### config.mk
export PLATFORM = sky130hd
export DESIGN_NAME = wb_gpio_ctrl_flat
export DESIGN_NICKNAME = d
export VERILOG_FILES = /design/src/rtl/wb_gpio_ctrl_if.sv /design/src/rtl/wb_gpio_ctrl.sv /design/src/flat_wrapper.sv
export SDC_FILE = /design/constraint.sdc
export NUM_CORES = 1
export LEC_CHECK = 0
export BUFFER_PORTS_ARGS = -buffer_cell sky130_fd_sc_hd__buf_2
export CORE_UTILIZATION = 50
export CTS_CLUSTER_SIZE = 10
export DETAILED_ROUTE_END_ITERATION = 7
export GPL_TIMING_DRIVEN = 0
export HOLD_SLACK_MARGIN = 0.08
export PLACE_DENSITY = 0.77
export REMOVE_ABC_BUFFERS = 1
export SLEW_MARGIN = 30
export SYNTH_ARGS = -nofsm -noshare
export SYNTH_HDL_FRONTEND = slang
export SYNTH_SLANG_ARGS = --single-unit
### constraint.sdc
create_clock -name clk -period 2 [get_ports clk]
set_clock_uncertainty 0.15 [all_clocks]
set_input_delay 0.2 -clock clk [delete_from_list [all_inputs] [get_ports clk]]
set_output_delay 0.2 -clock clk [all_outputs]
set_load 0.02 [all_outputs]
### src/rtl/wb_gpio_ctrl_if.sv
// Wishbone classic slave bundle used by the GPIO peripheral.
// Signal names keep the bus-facing i_/o_ prefixes of the original pinout.
interface wb_gpio_ctrl_if;
  logic        i_wb_cyc;
  logic        i_wb_stb;
  logic        i_wb_we;
  logic [3:0]  i_wb_sel;
  logic [31:0] i_wb_addr;
  logic [31:0] i_wb_data;
  logic        o_wb_ack;
  logic [31:0] o_wb_data;

  modport slave (
    input  i_wb_cyc, i_wb_stb, i_wb_we, i_wb_sel, i_wb_addr, i_wb_data,
    output o_wb_ack, o_wb_data
  );

  modport master (
    output i_wb_cyc, i_wb_stb, i_wb_we, i_wb_sel, i_wb_addr, i_wb_data,
    input  o_wb_ack, o_wb_data
  );
endinterface

### src/rtl/wb_gpio_ctrl.sv
// Wishbone GPIO peripheral: debounced buttons with rising-edge interrupts,
// LEDs with per-bit output enable and a hardware blink mode.
module wb_gpio_ctrl #(
  parameter int unsigned NUM_BUTTONS     = 3,
  parameter int unsigned NUM_LEDS        = 8,
  parameter logic [31:0] BASE_ADDR       = 32'h3000_0000,
  parameter int unsigned DEBOUNCE_CYCLES = 16
) (
  input  logic                   clk,
  input  logic                   reset,
  wb_gpio_ctrl_if.slave          wb,
  input  logic [NUM_BUTTONS-1:0] buttons,
  output logic [NUM_LEDS-1:0]    leds,
  output logic [NUM_LEDS-1:0]    led_enb,
  output logic                   irq
);

  localparam logic [5:0] REG_LED_OUT   = 6'h00;
  localparam logic [5:0] REG_LED_OE    = 6'h01;
  localparam logic [5:0] REG_BTN_IN    = 6'h02;
  localparam logic [5:0] REG_IRQ_STAT  = 6'h03;
  localparam logic [5:0] REG_IRQ_MASK  = 6'h04;
  localparam logic [5:0] REG_BLINK_EN  = 6'h05;
  localparam logic [5:0] REG_BLINK_DIV = 6'h06;

  localparam logic [23:0] BLINK_DIV_RST = 24'd1_000_000;
  localparam int unsigned CW = (DEBOUNCE_CYCLES > 1) ? $clog2(DEBOUNCE_CYCLES) : 1;
  localparam logic [CW-1:0] CNT_MAX = CW'(DEBOUNCE_CYCLES - 1);

  logic                   ack_q, ack_d;
  logic [31:0]            rdata_q, rdata_d;
  logic [NUM_LEDS-1:0]    led_out_q, led_out_d;
  logic [NUM_LEDS-1:0]    led_oe_q, led_oe_d;
  logic [NUM_LEDS-1:0]    blink_en_q, blink_en_d;
  logic [23:0]            blink_div_q, blink_div_d;
  logic [23:0]            blink_cnt_q, blink_cnt_d;
  logic                   phase_q, phase_d;
  logic [NUM_LEDS-1:0]    leds_q, leds_d;
  logic [NUM_BUTTONS-1:0] irq_stat_q, irq_stat_d;
  logic [NUM_BUTTONS-1:0] irq_mask_q, irq_mask_d;
  logic                   irq_q, irq_d;
  logic [NUM_BUTTONS-1:0] sync1_q, sync2_q;
  logic [NUM_BUTTONS-1:0] db_q, db_d;
  logic [NUM_BUTTONS-1:0] rise;
  logic [CW-1:0]          cnt_q [NUM_BUTTONS];
  logic [CW-1:0]          cnt_d [NUM_BUTTONS];

  logic        sel_w, wr_stb;
  logic [5:0]  word;
  logic [31:0] cur, wr_val, clr_x;
  logic        unused_w;

  function automatic logic [31:0] merge_lanes(input logic [31:0] old_v,
                                               input logic [31:0] new_v,
                                               input logic [3:0]  lanes);
    logic [31:0] m;
    for (int b = 0; b < 4; b++)
      m[8*b +: 8] = lanes[b] ? new_v[8*b +: 8] : old_v[8*b +: 8];
    return m;
  endfunction

  assign sel_w  = wb.i_wb_cyc & wb.i_wb_stb & (wb.i_wb_addr[31:8] == BASE_ADDR[31:8]);
  assign wr_stb = sel_w & ~ack_q & wb.i_wb_we;
  assign word   = wb.i_wb_addr[7:2];

  // Debounce: a bit only follows the synchronised pin after it has disagreed
  // for DEBOUNCE_CYCLES consecutive cycles; a 0->1 flip is an interrupt event.
  always_comb begin
    // NOTE: every output of a combinational block gets a default first so no latch is inferred.
    db_d = db_q;
    rise = '0;
    for (int i = 0; i < NUM_BUTTONS; i++) begin
      cnt_d[i] = '0;
      if (sync2_q[i] != db_q[i]) begin
        if (cnt_q[i] == CNT_MAX) begin
          db_d[i] = sync2_q[i];
          rise[i] = sync2_q[i];
        end else begin
          cnt_d[i] = cnt_q[i] + 1'b1;
        end
      end
    end
  end

  always_comb begin
    cur = '0;
    unique case (word)
      REG_LED_OUT:   cur[NUM_LEDS-1:0]    = led_out_q;
      REG_LED_OE:    cur[NUM_LEDS-1:0]    = led_oe_q;
      REG_BTN_IN:    cur[NUM_BUTTONS-1:0] = db_q;
      REG_IRQ_STAT:  cur[NUM_BUTTONS-1:0] = irq_stat_q;
      REG_IRQ_MASK:  cur[NUM_BUTTONS-1:0] = irq_mask_q;
      REG_BLINK_EN:  cur[NUM_LEDS-1:0]    = blink_en_q;
      REG_BLINK_DIV: cur[23:0]            = blink_div_q;
      default:       cur = '0;
    endcase
    wr_val = merge_lanes(cur, wb.i_wb_data, wb.i_wb_sel);
    clr_x  = merge_lanes(32'h0, wb.i_wb_data, wb.i_wb_sel);

    ack_d   = sel_w & ~ack_q;
    rdata_d = ack_d ? cur : 32'h0;

    led_out_d   = (wr_stb && word == REG_LED_OUT)   ? wr_val[NUM_LEDS-1:0]    : led_out_q;
    led_oe_d    = (wr_stb && word == REG_LED_OE)    ? wr_val[NUM_LEDS-1:0]    : led_oe_q;
    irq_mask_d  = (wr_stb && word == REG_IRQ_MASK)  ? wr_val[NUM_BUTTONS-1:0] : irq_mask_q;
    blink_en_d  = (wr_stb && word == REG_BLINK_EN)  ? wr_val[NUM_LEDS-1:0]    : blink_en_q;
    blink_div_d = (wr_stb && word == REG_BLINK_DIV) ? wr_val[23:0]            : blink_div_q;

    // New edges are OR-ed in after the clear so a coincident event is never lost.
    irq_stat_d = irq_stat_q;
    if (wr_stb && word == REG_IRQ_STAT)
      irq_stat_d = irq_stat_q & ~clr_x[NUM_BUTTONS-1:0];
    irq_stat_d = irq_stat_d | rise;
    irq_d      = |(irq_stat_q & irq_mask_q);

    if (wr_stb && word == REG_BLINK_DIV) begin
      blink_cnt_d = '0;
      phase_d     = 1'b0;
    end else if (blink_cnt_q >= blink_div_q) begin
      blink_cnt_d = '0;
      phase_d     = ~phase_q;
    end else begin
      blink_cnt_d = blink_cnt_q + 24'd1;
      phase_d     = phase_q;
    end
    leds_d = (led_out_q & ~blink_en_q) | (led_out_q & blink_en_q & {NUM_LEDS{phase_q}});
  end

  // NOTE: sequential state uses non-blocking assignments so all registers update from pre-edge values.
  always_ff @(posedge clk) begin
    if (reset) begin
      ack_q       <= 1'b0;
      rdata_q     <= '0;
      led_out_q   <= '0;
      led_oe_q    <= '0;
      blink_en_q  <= '0;
      blink_div_q <= BLINK_DIV_RST;
      blink_cnt_q <= '0;
      phase_q     <= 1'b0;
      leds_q      <= '0;
      irq_stat_q  <= '0;
      irq_mask_q  <= '0;
      irq_q       <= 1'b0;
      sync1_q     <= '0;
      sync2_q     <= '0;
      db_q        <= '0;
      // NOTE: the counter array is reset explicitly; it is state, not storage, so it must start at zero.
      for (int i = 0; i < NUM_BUTTONS; i++) cnt_q[i] <= '0;
    end else begin
      ack_q       <= ack_d;
      rdata_q     <= rdata_d;
      led_out_q   <= led_out_d;
      led_oe_q    <= led_oe_d;
      blink_en_q  <= blink_en_d;
      blink_div_q <= blink_div_d;
      blink_cnt_q <= blink_cnt_d;
      phase_q     <= phase_d;
      leds_q      <= leds_d;
      irq_stat_q  <= irq_stat_d;
      irq_mask_q  <= irq_mask_d;
      irq_q       <= irq_d;
      sync1_q     <= buttons;
      sync2_q     <= sync1_q;
      db_q        <= db_d;
      for (int i = 0; i < NUM_BUTTONS; i++) cnt_q[i] <= cnt_d[i];
    end
  end

  assign wb.o_wb_ack  = ack_q;
  assign wb.o_wb_data = rdata_q;
  assign leds         = leds_q;
  assign led_enb      = ~led_oe_q;
  assign irq          = irq_q;
  assign unused_w     = ^{wb.i_wb_addr[1:0], wr_val, clr_x};

endmodule

### src/flat_wrapper.sv
// flat-port wrapper written by rule: the top's interface ports become plain ports
module wb_gpio_ctrl_flat 
#(
  parameter int unsigned NUM_BUTTONS     = 3,
  parameter int unsigned NUM_LEDS        = 8,
  parameter logic [31:0] BASE_ADDR       = 32'h3000_0000,
  parameter int unsigned DEBOUNCE_CYCLES = 16
)
  (clk, reset, buttons, leds, led_enb, irq, wb_i_wb_cyc, wb_i_wb_stb, wb_i_wb_we, wb_i_wb_sel, wb_i_wb_addr, wb_i_wb_data, wb_o_wb_ack, wb_o_wb_data);
  wb_gpio_ctrl_if wb_i ();
  input  logic clk;
  input  logic reset;
  input  logic [NUM_BUTTONS-1:0] buttons;
  output logic [NUM_LEDS-1:0] leds;
  output logic [NUM_LEDS-1:0] led_enb;
  output logic irq;
  input wire logic [$bits(wb_i.i_wb_cyc)-1:0] wb_i_wb_cyc;
  input wire logic [$bits(wb_i.i_wb_stb)-1:0] wb_i_wb_stb;
  input wire logic [$bits(wb_i.i_wb_we)-1:0] wb_i_wb_we;
  input wire logic [$bits(wb_i.i_wb_sel)-1:0] wb_i_wb_sel;
  input wire logic [$bits(wb_i.i_wb_addr)-1:0] wb_i_wb_addr;
  input wire logic [$bits(wb_i.i_wb_data)-1:0] wb_i_wb_data;
  output wire logic [$bits(wb_i.o_wb_ack)-1:0] wb_o_wb_ack;
  output wire logic [$bits(wb_i.o_wb_data)-1:0] wb_o_wb_data;
  assign wb_i.i_wb_cyc = wb_i_wb_cyc;
  assign wb_i.i_wb_stb = wb_i_wb_stb;
  assign wb_i.i_wb_we = wb_i_wb_we;
  assign wb_i.i_wb_sel = wb_i_wb_sel;
  assign wb_i.i_wb_addr = wb_i_wb_addr;
  assign wb_i.i_wb_data = wb_i_wb_data;
  assign wb_o_wb_ack = wb_i.o_wb_ack;
  assign wb_o_wb_data = wb_i.o_wb_data;
  wb_gpio_ctrl #(.NUM_BUTTONS(NUM_BUTTONS), .NUM_LEDS(NUM_LEDS), .BASE_ADDR(BASE_ADDR), .DEBOUNCE_CYCLES(DEBOUNCE_CYCLES)) u_core (.clk(clk), .reset(reset), .wb(wb_i), .buttons(buttons), .leds(leds), .led_enb(led_enb), .irq(irq));
endmodule
* Yosys cells after proc, flatten, opt, wreduce, memory -nomap -nowiden
Memory sizes are Yosys's and may differ from the RTL's.
Cells that the tools add are included.
** Storage, ports and cells
- Memories :: 1
- Input port bits :: 76
- Register bits :: 130
- Output and inout port bits :: 50
- Latch bits :: 0
- Memory bits (writable) :: 12
- Bits in read-only memories :: 0
- Word-level logic and storage cells :: 97
** Cells by class
- Shift-type cells :: 0
- Magnitude comparators :: 1
- Multiplexer cells :: 26
- Reduce and logical (&&, ||, !) cells :: 14
- Multiply operators :: 0
- Add/sub/neg operators :: 4
- Bitwise gates (word level) :: 20
- Equality and inequality tests :: 13
- Div/mod/pow operators :: 0
** Memories
- u_core.cnt_q :: words 3, bits a word 4, rd ports 3, clocked after memory_dff 0, wr ports 3, RTL line wb_gpio_ctrl.sv:45 : logic [CW-1:0] cnt_q [NUM_BUTTONS];
** Operator list (number)
- $mux W4 :: 9
- $add A24 B1 Y24 const B :: 1
- $and A8 B8 Y8 :: 3
- $eq A24 B22 Y1 const B :: 1
- $ge A24 B24 Y1 :: 1
- $mux W8 :: 3
- $pmux W3 S7 :: 1
- $pmux W5 S4 :: 1
- $eq A6 B3 Y1 const B :: 3
- $mux W16 :: 1
- $not A8 Y8 :: 2
- $add A4 B1 Y4 const B :: 3
- $eq A4 B4 Y1 const B :: 3
- $eq A6 B2 Y1 const B :: 2
- $mux W1 :: 9
- $or A8 B8 Y8 :: 1
- $and A3 B3 Y3 :: 2
- $eq A6 B1 Y1 const B :: 1
- $logic_and A1 B1 Y1 :: 6
- $logic_not A6 Y1 :: 1
- $mux W3 :: 2
- $reduce_and A2 Y1 :: 3
- $reduce_or A3 Y1 :: 2
- $and A1 B1 Y1 :: 4
- other kinds (6) :: 13

* Logic depth before layout (Yosys ltp)
- Depth in word-level cells :: 7
- Gate-level depth with buffers :: 9
- Depth with buffers taken out :: 7

* Worst setup path after synthesis
OpenSTA, ideal clock, no wires.
- Path kind :: register to register
- From :: register u_core.blink_cnt_q[0]
- To :: register u_core.blink_cnt_q[16]
- Slack :: -180 ps
- Clock period less this slack :: 2180 ps
- Buffers on the path :: 1
- Data required time :: 1772 ps
- Arrival :: 1952 ps
- Setup time :: 78 ps
- Stages on the path, launching flop included :: 9
- Path through :: dfxtp_1 > inv_1 > ha_1 > nor3b_1 > o21ai_0 > a2111oi_0 > o211ai_1 > clkbuf_1 > nor3_1
** On the way
- Cells in the longest elaborated chain, start to end :: 2
- Elaborated cells between the ends (all ways) :: 3
- Classes of those cells :: 1 x add/sub; 1 x order compare; 1 x reduce/logical
** Ends and longest elaborated chain
- start: declaration :: RTL line wb_gpio_ctrl.sv:36 : logic [23:0] blink_cnt_q, blink_cnt_d;
- start signal: assignment :: RTL line wb_gpio_ctrl.sv:156 : blink_cnt_q <= blink_cnt_d;
- $ge A24 B24 Y1 :: RTL line wb_gpio_ctrl.sv:119 : end else if (blink_cnt_q >= blink_div_q) begin
- $reduce_or A3 Y1 (no source line)
Parallel ways exist; a longest one is shown, timed or not.
A chain may end at the register's enable or synchronous reset.

* Final worst setup path
- From :: register u_core.blink_div_q[15]
- To :: register u_core.blink_cnt_q[0]
** On the way
- Cells in the longest elaborated chain, start to end :: 2
** Ends and longest elaborated chain
- start: declaration :: RTL line wb_gpio_ctrl.sv:35 : logic [23:0] blink_div_q, blink_div_d;
- start signal: assignment :: RTL line wb_gpio_ctrl.sv:155 : blink_div_q <= blink_div_d;
- $ge A24 B24 Y1 :: RTL line wb_gpio_ctrl.sv:119
- $reduce_or A3 Y1 (no source line)
Every way passes these cells.

==> impl_results.md <==
* Htree depth at 4
* Ys async rst share at 0%
* Fmax at 412 MHz
* First-pass GRT wire length at 28500 um
* Area Growth Syn to Fin at 35.1%
* Ports at 126
* Worst-path clk slew at 60 ps
* Root Buffer: clkbuf_16
* HP Class: input port to flop
* Required time of the critical path at 2180 ps
* Pwr per Cell Area at 721 nW/um^2
* Largest net degree at the start of global routing at 38
* Clock Latency Late Sink at 430 ps
* Initial core utilization at 52.3%
* Die height at 112 um
* NumNets Final at 915
* Cell taking the most area after synthesis: dfxtp_1
* Avg Inst Size Synth at roughly 9.4 sq um
* Routed Antenna Nets at 0
* Share of the synthesized area in the top cell type at 44.0%
* Design Area, Final at 8240 sq um
* PortBufs at roughly 110
* Placed cells at roughly 870
* Top cells by area, synth: dfxtp_1 (44%), ha_1 (5.7%), xnor2_1 (3.2%)
* Final WS setup at -425 ps
* Initial antenna violation count at 0
* Post-synth cell types at ~70
* Fin cells at between 900 and 1k
* Register area share after synthesis at between 40% and 50%
* WL per Instance at 19.3 um
* CTS buffer count at 17
* Placed cell areas at 6670 sq um
* Die width at 112 um
* Final Max Tran Viols at 0
* GPL Wtd Cong at 0.965
* Peak supply drop at 0.000359 V
* Seq cells post-synth at around 130
* Vias post-DR at 5978
* RSZ-0062 raised after global routing: yes
* Gr usage total at 29.3%
* Hold path start: wb_i_wb_data[6]
* Critical path class: flop to flop
* Post-synth top flop: dfxtp_1
* Worst Path Arrival at 2600 ps
* Overflow after GRT at 0
* Ant diodes at 0
* Floorplan row count at 39
* Routed WL at around 19000 um
* DRC viols at 0
* Number of synthesized flops with an enable pin at 0
* Vias in the first global route at 5821
* Layout cells sized above 1 at 33.4%
* Clock Tree Buf Depth at 2
* Initial drt markers at 626
* Status: finished with violations
* Synthesized area at roughly 6100 sq um
* Yosys warnings at 0
* Drt pass-1 iters at 7
* Max-cap viol count at 0
* Core ar. at 11700 sq um
* Vias/cell at 6.18
* Detailed placement HPWL at around 11000 um
* Most frequent cells in the layout: dfxtp_1 (111), buf_2 (105), inv_1 (40)
* Element type at the critical path end: flop
* Violated checks: negative setup slack
* Pleak at 3.26 nW
* Clock sink count at 134
* Startpoint Class: flop
* Commonest non-fill, non-tap cell in the layout: dfxtp_1
* CP Launch Point: u_core.blink_div_q[15]
* Cells after Synth at 649
* Die footprint at ~13000 sq um
* Crit-path max FO at 6
* Worst-margin pin slew at 570 ps
* R2r startpoint: u_core.blink_div_q[15]
* Minimum clock period at 2430 ps
* CTS tree: built
* Final cycle utilization of the critical path at 121%
* Overall power at roughly 5.9 mW
* Final Hold Viols at 0
* Final setup vio count at 28
* Slew margin rel. at roughly three fifths
==> timing repair <==
item,CTS,global route
hold buffers,35,0
endpoints found under the setup margin,70,64
buffers inserted,15,12
pin swaps,41,15
resized for setup,93,16
hold endpoints to repair,36,0
cloned,2,0
==> final cells by class <==
class | count | area [sq um]
Timing Repair Buffer | 171 | 1170
Clock inverter | 13 | 110
Fill cell | 777 | 3420
Clock buffer | 19 | 433
Multi-Input combinational cell | 435 | 3440
Inverter | 51 | 198
Timing Repair inverter | 1 | 5.00
Tap cell | 143 | 179
Sequential cell | 134 | 2710
==> power by group <==
| part | internal, mW | switching (mW) | total, mW |
|---|---|---|---|
| clock | 1.69 | 1.19 | 2.89 |
| combinational | 0.155 | 0.208 | 0.363 |
| sequential | 2.68 | 0.0129 | 2.70 |
==> state kept, by name, indices dropped and copies added (netlist names) <==
register and cells:
u_core.blink_div_q 24, u_core.led_out_q 8, u_core.sync1_q 3, u_core.db_q 3
u_core.sync2_q 3, u_core.irq_mask_q 3, u_core.wb.o_wb_ack 1, u_core.irq 1
u_core.leds 8, u_core.irq_stat_q 3, u_core.cnt_q 12, u_core.led_oe_q 8
u_core.phase_q 1, u_core.blink_en_q 8, u_core.blink_cnt_q 24, u_core.wb.o_wb_data 24
==> final timing paths <==
check	endpoint	slack (ps)	cells after the start
hold / removal	u_core.blink_div_q[6]	120	4
hold reg to reg	u_core.sync2_q[1]	290	1
setup / recovery	u_core.blink_cnt_q[0]	-430	10
setup reg to reg	u_core.blink_cnt_q[0]	-430	10
==> logic make-up after synthesis <==
| logic type | share of synthesized area [%] |
|---|---|
| mux | 1.83 |
| flops | 44.0 |
| simple gates | 24.0 |
| fa+ha+maj | 5.74 |
| compound gates | 13.6 |
| xor+xnor | 4.45 |
| other cells | 0.0615 |
| buf+inv | 6.32 |
==> critical path, stage by stage, from the launching register on <==
cell and delay [ps]:
dfxtp_1 340, inv_1 80, ha_1 330, a21oi_2 210, o21ai_1 130, a221oi_2 290, o211ai_1 160, buf_4 180
buf_6 130, buf_4 130, nor3_2 200
==> Yosys cell counts, types with 6 or more instances <==
| cell | number |
|---|---|
| inv_1 | 50 |
| o22ai_1 | 11 |
| o21ai_0 | 14 |
| nand3b_1 | 7 |
| buf_2 | 11 |
| xor2_1 | 9 |
| or3_1 | 7 |
| ha_1 | 28 |
| o32ai_1 | 6 |
| a21oi_1 | 20 |
| nand4_1 | 11 |
| nand3_1 | 34 |
| mux2i_1 | 10 |
| xnor2_1 | 22 |
| buf_4 | 9 |
| a22o_1 | 11 |
| nor4_1 | 19 |
| dfxtp_1 | 134 |
| nor2_1 | 30 |
| and3_1 | 8 |
| clkbuf_1 | 12 |
| nor2b_1 | 13 |
| nand2_1 | 37 |
| and4_1 | 10 |
| and2_1 | 8 |
| nor3_1 | 34 |
| nor4_2 | 6 |
==> routing by layer <==
metal / vias to the layer above / global-route usage [%] / wire, um
li1: 2673 / - / -
met1: 2827 / 33.8 / 7270
met2: 389 / 49.0 / 9080
met3: 89 / 7.07 / 1560
met4: 0 / 18.7 / 778
met5: - / 0 / 0
==> through the flow <==
stage	utilization [%]	worst slack [ps]	hold slack (ps)	setup TNS, ps
6_report	70.7	-425	117	-7580
4_1_cts	69.4	-296	112	-4140
5_1_grt	70.7	-499	130	-9920
3_5_place_dp	57.2	-1220	255	-64020
3_3_place_gp	57.0	-1580	262	-76280
2_1_floorplan	-	-803	119	-19040
Note: power is estimated with default switching activity, not from simulation.
